--- src/rtl/nexthop_candidate_scan.sv ---
// Neighbour table with a sequential scanner that picks the best-Q neighbour
// sitting exactly one hop closer to the cluster head.
module nexthop_candidate_scan #(
    parameter int ID_W  = 8,
    parameter int HOP_W = 8,
    parameter int Q_W   = 16,
    parameter int DEPTH = 16
) (
    input  logic                       clk,
    input  logic                       rst,
    input  logic                       clear,
    input  logic                       wr_en,
    input  logic [ID_W-1:0]            wr_id,
    input  logic [HOP_W-1:0]           wr_hops,
    input  logic [Q_W-1:0]             wr_qvalue,
    output logic                       wr_drop,
    input  logic                       scan_start,
    input  logic [HOP_W-1:0]           my_hops_ch,
    output logic                       busy,
    output logic                       done,
    output logic                       found,
    output logic [ID_W-1:0]            best_id,
    output logic [Q_W-1:0]             best_qvalue,
    output logic [$clog2(DEPTH):0]     num_neighbors,
    output logic                       table_full
);

    localparam int IDX_W = $clog2(DEPTH);
    localparam int CNT_W = IDX_W + 1;

    localparam logic [1:0] S_IDLE = 2'd0;
    localparam logic [1:0] S_SCAN = 2'd1;
    localparam logic [1:0] S_DONE = 2'd2;

    logic [ID_W-1:0]  tbl_id_q   [DEPTH];
    logic [HOP_W-1:0] tbl_hops_q [DEPTH];
    logic [Q_W-1:0]   tbl_q_q    [DEPTH];

    logic [1:0]       state_q, state_d;
    logic [IDX_W-1:0] idx_q, idx_d;
    logic [HOP_W-1:0] target_q, target_d;
    logic             nocand_q, nocand_d;
    logic             cand_q, cand_d;
    logic [ID_W-1:0]  cid_q, cid_d;
    logic [Q_W-1:0]   cq_q, cq_d;
    logic             found_q, found_d;
    logic [ID_W-1:0]  best_id_q, best_id_d;
    logic [Q_W-1:0]   best_q_q, best_q_d;
    logic [CNT_W-1:0] cnt_q, cnt_d;
    logic             full_q, full_d;
    logic             drop_q, drop_d;

    logic             idle;
    logic             hit;
    logic [IDX_W-1:0] hit_idx;
    logic             tbl_we;
    logic [IDX_W-1:0] tbl_widx;

    logic [ID_W-1:0]  ent_id;
    logic [HOP_W-1:0] ent_hops;
    logic [Q_W-1:0]   ent_q;
    logic             qual;
    logic             take;
    logic             last;
    logic             any;

    assign idle = (state_q == S_IDLE);

    // Only slots below the committed count hold live records.
    always_comb begin
        hit     = 1'b0;
        hit_idx = '0;
        for (int i = 0; i < DEPTH; i++) begin
            if (!hit && (CNT_W'(i) < cnt_q) && (tbl_id_q[i] == wr_id)) begin
                hit     = 1'b1;
                hit_idx = IDX_W'(i);
            end
        end
    end

    assign tbl_we   = wr_en && !clear && idle && (hit || !full_q);
    assign tbl_widx = hit ? hit_idx : cnt_q[IDX_W-1:0];

    always_comb begin
        drop_d = wr_en && !clear && (!idle || (full_q && !hit));
        cnt_d  = cnt_q;
        if (clear) begin
            cnt_d = '0;
        end else if (tbl_we && !hit) begin
            cnt_d = cnt_q + CNT_W'(1);
        end
        full_d = (cnt_d == CNT_W'(DEPTH));
    end

    always_ff @(posedge clk or posedge rst) begin
        if (rst) begin
            for (int i = 0; i < DEPTH; i++) begin
                tbl_id_q[i]   <= '0;
                tbl_hops_q[i] <= '0;
                tbl_q_q[i]    <= '0;
            end
        end else if (tbl_we) begin
            tbl_id_q[tbl_widx]   <= wr_id;
            tbl_hops_q[tbl_widx] <= wr_hops;
            tbl_q_q[tbl_widx]    <= wr_qvalue;
        end
    end

    assign ent_id   = tbl_id_q[idx_q];
    assign ent_hops = tbl_hops_q[idx_q];
    assign ent_q    = tbl_q_q[idx_q];

    // First qualifier always wins; later ones need a strictly larger Q.
    assign qual = !nocand_q && (ent_hops == target_q);
    assign take = qual && (!cand_q || (ent_q > cq_q));
    assign last = (CNT_W'(idx_q) == (cnt_q - CNT_W'(1)));
    assign any  = cand_q || take;

    always_comb begin
        state_d   = state_q;
        idx_d     = idx_q;
        target_d  = target_q;
        nocand_d  = nocand_q;
        cand_d    = cand_q;
        cid_d     = cid_q;
        cq_d      = cq_q;
        found_d   = found_q;
        best_id_d = best_id_q;
        best_q_d  = best_q_q;
        if (clear) begin
            state_d = S_IDLE;
            found_d = 1'b0;
            cand_d  = 1'b0;
        end else begin
            unique case (state_q)
                S_IDLE: begin
                    if (scan_start) begin
                        target_d = my_hops_ch - HOP_W'(1);
                        nocand_d = (my_hops_ch == '0);
                        cand_d   = 1'b0;
                        cid_d    = '0;
                        cq_d     = '0;
                        idx_d    = '0;
                        if (cnt_q == '0) begin
                            state_d = S_DONE;
                            found_d = 1'b0;
                        end else begin
                            state_d = S_SCAN;
                        end
                    end
                end
                S_SCAN: begin
                    if (take) begin
                        cand_d = 1'b1;
                        cid_d  = ent_id;
                        cq_d   = ent_q;
                    end
                    idx_d = idx_q + IDX_W'(1);
                    if (last) begin
                        state_d = S_DONE;
                        found_d = any;
                        if (any) begin
                            best_id_d = take ? ent_id : cid_q;
                            best_q_d  = take ? ent_q : cq_q;
                        end
                    end
                end
                S_DONE: begin
                    state_d = S_IDLE;
                end
                default: begin
                    state_d = S_IDLE;
                end
            endcase
        end
    end

    always_ff @(posedge clk or posedge rst) begin
        if (rst) begin
            state_q   <= S_IDLE;
            idx_q     <= '0;
            target_q  <= '0;
            nocand_q  <= 1'b0;
            cand_q    <= 1'b0;
            cid_q     <= '0;
            cq_q      <= '0;
            found_q   <= 1'b0;
            best_id_q <= '0;
            best_q_q  <= '0;
            cnt_q     <= '0;
            full_q    <= 1'b0;
            drop_q    <= 1'b0;
        end else begin
            state_q   <= state_d;
            idx_q     <= idx_d;
            target_q  <= target_d;
            nocand_q  <= nocand_d;
            cand_q    <= cand_d;
            cid_q     <= cid_d;
            cq_q      <= cq_d;
            found_q   <= found_d;
            best_id_q <= best_id_d;
            best_q_q  <= best_q_d;
            cnt_q     <= cnt_d;
            full_q    <= full_d;
            drop_q    <= drop_d;
        end
    end

    assign busy          = (state_q == S_SCAN) || (state_q == S_DONE);
    assign done          = (state_q == S_DONE);
    assign found         = found_q;
    assign best_id       = best_id_q;
    assign best_qvalue   = best_q_q;
    assign num_neighbors = cnt_q;
    assign table_full    = full_q;
    assign wr_drop       = drop_q;

endmodule

--- config.mk ---
export PLATFORM = sky130hd
export DESIGN_NAME = nexthop_candidate_scan
export DESIGN_NICKNAME = d
export VERILOG_FILES = /design/src/rtl/nexthop_candidate_scan.sv
export SDC_FILE = /design/constraint.sdc
export NUM_CORES = 1
export LEC_CHECK = 0
export ABC_AREA = 1
export CELL_PAD_IN_SITES_DETAIL_PLACEMENT = 1
export CELL_PAD_IN_SITES_GLOBAL_PLACEMENT = 2
export CORE_MARGIN = 2
export CORE_UTILIZATION = 40
export CTS_CLUSTER_SIZE = 10
export DETAILED_ROUTE_END_ITERATION = 10
export HOLD_SLACK_MARGIN = 0.15
export PLACE_DENSITY_LB_ADDON = 0.12
export SETUP_SLACK_MARGIN = 0.5
export SYNTH_ARGS = -nofsm -noshare
export SYNTH_HDL_FRONTEND = slang
export SYNTH_SLANG_ARGS = --single-unit
--- constraint.sdc ---
create_clock -name clk -period 40.9 [get_ports clk]
set_input_delay 8.18 -clock clk [delete_from_list [all_inputs] [get_ports clk]]
set_output_delay 8.18 -clock clk [all_outputs]
set_load 0.01 [all_outputs]
==> results.txt <==
----------------------------------------------------
[Global route]
  Most Crowded Layer GR ... met2
  Number of global-route vias before repair ... approximately 29000
  Global-route wire length before repair ... approximately 180000 um
  Total congestion overflow after global routing ... 0
  Global-route met3 utilization ... between 3 and 4%
  Met2 track demand over resource in global routing ... 49.9%
  Global routing usage on met1 ... 41.5%
  Global-route usage over all layers ... between 30% and 40%
  Largest net degree at the start of global routing ... 173
  Antenna violations before repair ... 4

[Clock network]
  Clock Sinks ... 584
  Inserted Clock Buffers ... slightly above 70
  CTS tree ... built
  Clock root buffer ... sky130_fd_sc_hd__clkbuf_16
  Clock insertion delay at the later pin of the skew report ... 0.62 ns
  Post-cts sizing count ... 0
  H-Tree Depth ... 3
  Clock slew at the register clock pins of the worst setup and hold paths ... 0.06 ns
  Number of hold buffers added after cts ... 0
  # Post-CTS Setup Buffers ... 0
  Buffer levels on the longest clock path ... 3

[Worst setup path]
  Cells on worst reg2reg path ... 19
  Worst setup path class ... in2reg
  Critical Path Source Type ... primary input
  RR Endpoint ... best_id[2]$_DFFE_PP0P_
  Critical path capture point ... tbl_q_q[116]$_DFFE_PP0P_
  Kind of end point of the critical path ... flip-flop
  Reg-to-Reg Start ... idx_q[0]$_DFFE_PP0P_
  Biggest fanout along the worst timing path ... 37
  Required time of the critical path ... roughly 41 ns
  Setup slack of the worst register-to-register path ... 33.82 ns
  Launch point of the critical path ... wr_id[5]
  Arrival time of the worst setup path ... 14.03 ns

[Layout]
  Area added between synthesis and finish ... 10.2%
  Fraction of layout cells with a size suffix above 1 ... roughly 5.0%
  Core utilization of the finished layout ... 44.5%
  Commonest cells after routing, fill and taps aside ... sky130_fd_sc_hd__nand2_1, sky130_fd_sc_hd__dfrtp_1, sky130_fd_sc_hd__o21ai_0, sky130_fd_sc_hd__nor2_1, sky130_fd_sc_hd__nand3_1
  Leading cell type in the layout, fill and taps excluded ... sky130_fd_sc_hd__nand2_1
  Final cell count without fillers ... around 4800
  Total number of nets in the final design ... 3824

[Floorplan]
  Height of the die ... 278 um
  Top Ports ... between 70 and 80
  Total Die Area ... ~77000 um2
  # rows ... 100
  Die boundary width ... 278 um
  Starting density of the core ... between 40% and 50%
  Area of the core ... between 70000 and 80000 um2

[STA]
  WHS ... about 0.47 ns
  Max-slew violation count ... 0
  Share of the cycle needed by the critical path after routing ... between 30% and 40%
  Max-Slew Margin vs Limit ... 12.8%
  Post-route minimum period ... 13.54 ns
  Layout Skew ... approximately 0.026 ns
  Endpoints failing setup ... 0
  Max Clock Freq ... 73.8 MHz
  Total count of hold-check failures in the final report ... 0
  Worst slew pin tran ... ~1.3 ns
  Final sum of negative setup slack ... 0 ns
  Unrepaired setup endpoints after global routing ... no

[Synthesis]
  Post-synth EDFFs ... 0
  Post-synthesis net count ... ~3900
  Share of async-settable or async-resettable flops after synthesis ... 100%
  Largest area contributor in the synthesized netlist ... sky130_fd_sc_hd__dfrtp_1
  Synth warn ... 0
  Synth area leaders ... sky130_fd_sc_hd__dfrtp_1, sky130_fd_sc_hd__nand2_1, sky130_fd_sc_hd__o21ai_0
  Post-synthesis instance total ... a little under 4000
  Distinct cell type count after synthesis ... 48
  Post-Syn Area per Cell ... between 7 and 8 um2
  Sequential element share of the synthesized area ... about half
  Synthesized cell area ... between 30000 and 40000 um2
  Prevailing post-synth register cell ... sky130_fd_sc_hd__dfrtp_1
  Register bit count reported by yosys ... 584
  Proportion of netlist area held by the largest area contributor ... 48.6%

[Place]
  Quantity of I/O buffers inserted on ports ... between 70 and 80
  Placed Cells ... 4648
  HPWL after DPL ... 68300 um
  Final GP Congestion ... 0.861

[Routing]
  Via density per instance ... 5.78
  Routed length per placed instance ... 24.4 um
  Post-detailed-routing wire length ... 116000 um
  Via count ... 27468
  Detailed-route DRC error count ... 0
  Count of antenna-violating nets left after detailed routing ... 0
  Starting DRT DRC Count ... 2096
  Number of detailed-routing iterations run before antenna repair ... 6

[Pwr]
  Power after layout ... between 0.002 and 0.0025 W
  Worst IR Drop VDD ... between 30 and 40 uV
  Static power due to leakage ... about 16 nW
  PD cells ... 68.6 nW/um2

[Run]
  Number of maximum-capacitance violations ... 0

[Worst hold path]
  Min-Delay Path Class ... reg2reg
  Hold Startpoint ... tbl_q_q[165]$_DFFE_PP0P_

[Status]
  Status ... complete, no violations

----------------------------------------------------
-- final cells by class --
cell class,instances,area (um2)
Fill cell,9017,41300
Sequential cell,584,14600
Multi-Input combinational cell,2819,13400
Clock buffer,98,1990
Tap cell,969,1210
Timing Repair Buffer,117,1120
Inverter,159,612
Clock inverter,8,91.3
Antenna cell,1,2.50
-- worst min-delay path by stage --
stage	endpoint	slack [ns]	cells after the start
floorplan	tbl_hops_q[72]$_DFFE_PP0P_	0.44	2
global placement	tbl_q_q[157]$_DFFE_PP0P_	0.45	2
detailed placement	tbl_q_q[146]$_DFFE_PP0P_	0.45	2
CTS	tbl_q_q[146]$_DFFE_PP0P_	0.47	2
global route	tbl_q_q[165]$_DFFE_PP0P_	0.48	2
finish	tbl_q_q[165]$_DFFE_PP0P_	0.47	2
-- routing by layer --
| layer | share of wire, % | routed length, um |
|---|---|---|
| met1 | 45 | 52700 |
| met2 | 47 | 54500 |
| met3 | 4.3 | 4990 |
| met4 | 3.3 | 3860 |
| met5 | 0 | 0 |
-- cells in the mapped netlist, types with 7 or more instances --
cell                       instances
sky130_fd_sc_hd__buf_4            17
sky130_fd_sc_hd__a211oi_1          7
sky130_fd_sc_hd__o21ai_0         391
sky130_fd_sc_hd__a21oi_1          32
sky130_fd_sc_hd__clkbuf_1        152
sky130_fd_sc_hd__nor2_4            7
sky130_fd_sc_hd__o21ai_1          91
sky130_fd_sc_hd__o221ai_1         57
sky130_fd_sc_hd__buf_2           109
sky130_fd_sc_hd__nand2_1        1257
sky130_fd_sc_hd__inv_1           148
sky130_fd_sc_hd__nor2_2            8
sky130_fd_sc_hd__nand4_1          21
sky130_fd_sc_hd__dfrtp_1         584
sky130_fd_sc_hd__xnor2_1          37
sky130_fd_sc_hd__buf_6            20
sky130_fd_sc_hd__nor4_1           12
sky130_fd_sc_hd__nand3_1         301
sky130_fd_sc_hd__nor2_1          323
sky130_fd_sc_hd__nor3_1           20
sky130_fd_sc_hd__o211ai_1         38
sky130_fd_sc_hd__inv_2             9
sky130_fd_sc_hd__o22ai_1         105
sky130_fd_sc_hd__xor2_1           46
sky130_fd_sc_hd__ha_1             26
-- critical path, cell delays in order --
cell	delay, ns
sky130_fd_sc_hd__clkdlybuf4s50_1	0.48
sky130_fd_sc_hd__buf_4	0.39
sky130_fd_sc_hd__inv_1	0.37
sky130_fd_sc_hd__nand2_1	0.14
sky130_fd_sc_hd__nand2_1	0.05
sky130_fd_sc_hd__nand2_1	0.06
sky130_fd_sc_hd__nor2_1	0.07
sky130_fd_sc_hd__nand3_1	0.10
sky130_fd_sc_hd__nand2_1	0.11
sky130_fd_sc_hd__nor2_2	0.16
sky130_fd_sc_hd__nand4_2	0.13
sky130_fd_sc_hd__nor2_4	0.17
sky130_fd_sc_hd__nand4_2	0.18
sky130_fd_sc_hd__nor2_4	0.18
sky130_fd_sc_hd__nand2_4	0.09
sky130_fd_sc_hd__o21ai_2	0.25
sky130_fd_sc_hd__inv_1	0.13
sky130_fd_sc_hd__nor2_4	0.85
sky130_fd_sc_hd__buf_4	0.60
sky130_fd_sc_hd__nand2_2	0.82
sky130_fd_sc_hd__nand2_1	0.33
sky130_fd_sc_hd__nand2_1	0.07
-- report_power, final --
| part | internal [W] | switching (W) | total, W |
|---|---|---|---|
| Sequential | 0.000696 | 0.000100 | 0.000796 |
| Combinational | 0.000260 | 0.000621 | 0.000881 |
| Clock | 0.000343 | 0.000250 | 0.000593 |
| Total | 0.00130 | 0.000971 | 0.00227 |
-- sequential cells by signal, summed over array words and instances (netlist names), 2 cells and up --
name           cells
best_id            8
best_qvalue       16
cid_q              8
cq_q              16
idx_q              4
num_neighbors      5
state_q            2
target_q           8
tbl_hops_q       128
tbl_id_q         128
tbl_q_q          256
-- stage by stage --
step	cell area, um2	setup slack [ns]
final	33100	27.36
after global routing	33100	27.01
after CTS	33100	27.44
after detailed placement	31000	26.84
after global placement	31000	27.03
after floorplan	30000	16.38
-- cell families (layout without fill, tap and decap cells) --
group | count (synthesis) | in the layout | share of synthesized area [%]
AOI/OAI and AO/OA | 743 | 743 | 14.1
xor gates and xnor gates | 83 | 83 | 2.42
adders and majority gates | 26 | 26 | 1.08
buffers and inverters | 464 | 382 | 6.98
DFF | 584 | 584 | 48.6
muxes | 1 | 1 | 0.0375
other | 0 | 1 | 0
and+or+nand+nor | 1966 | 1966 | 26.7
No activity file was read; power rests on OpenSTA's default activity.
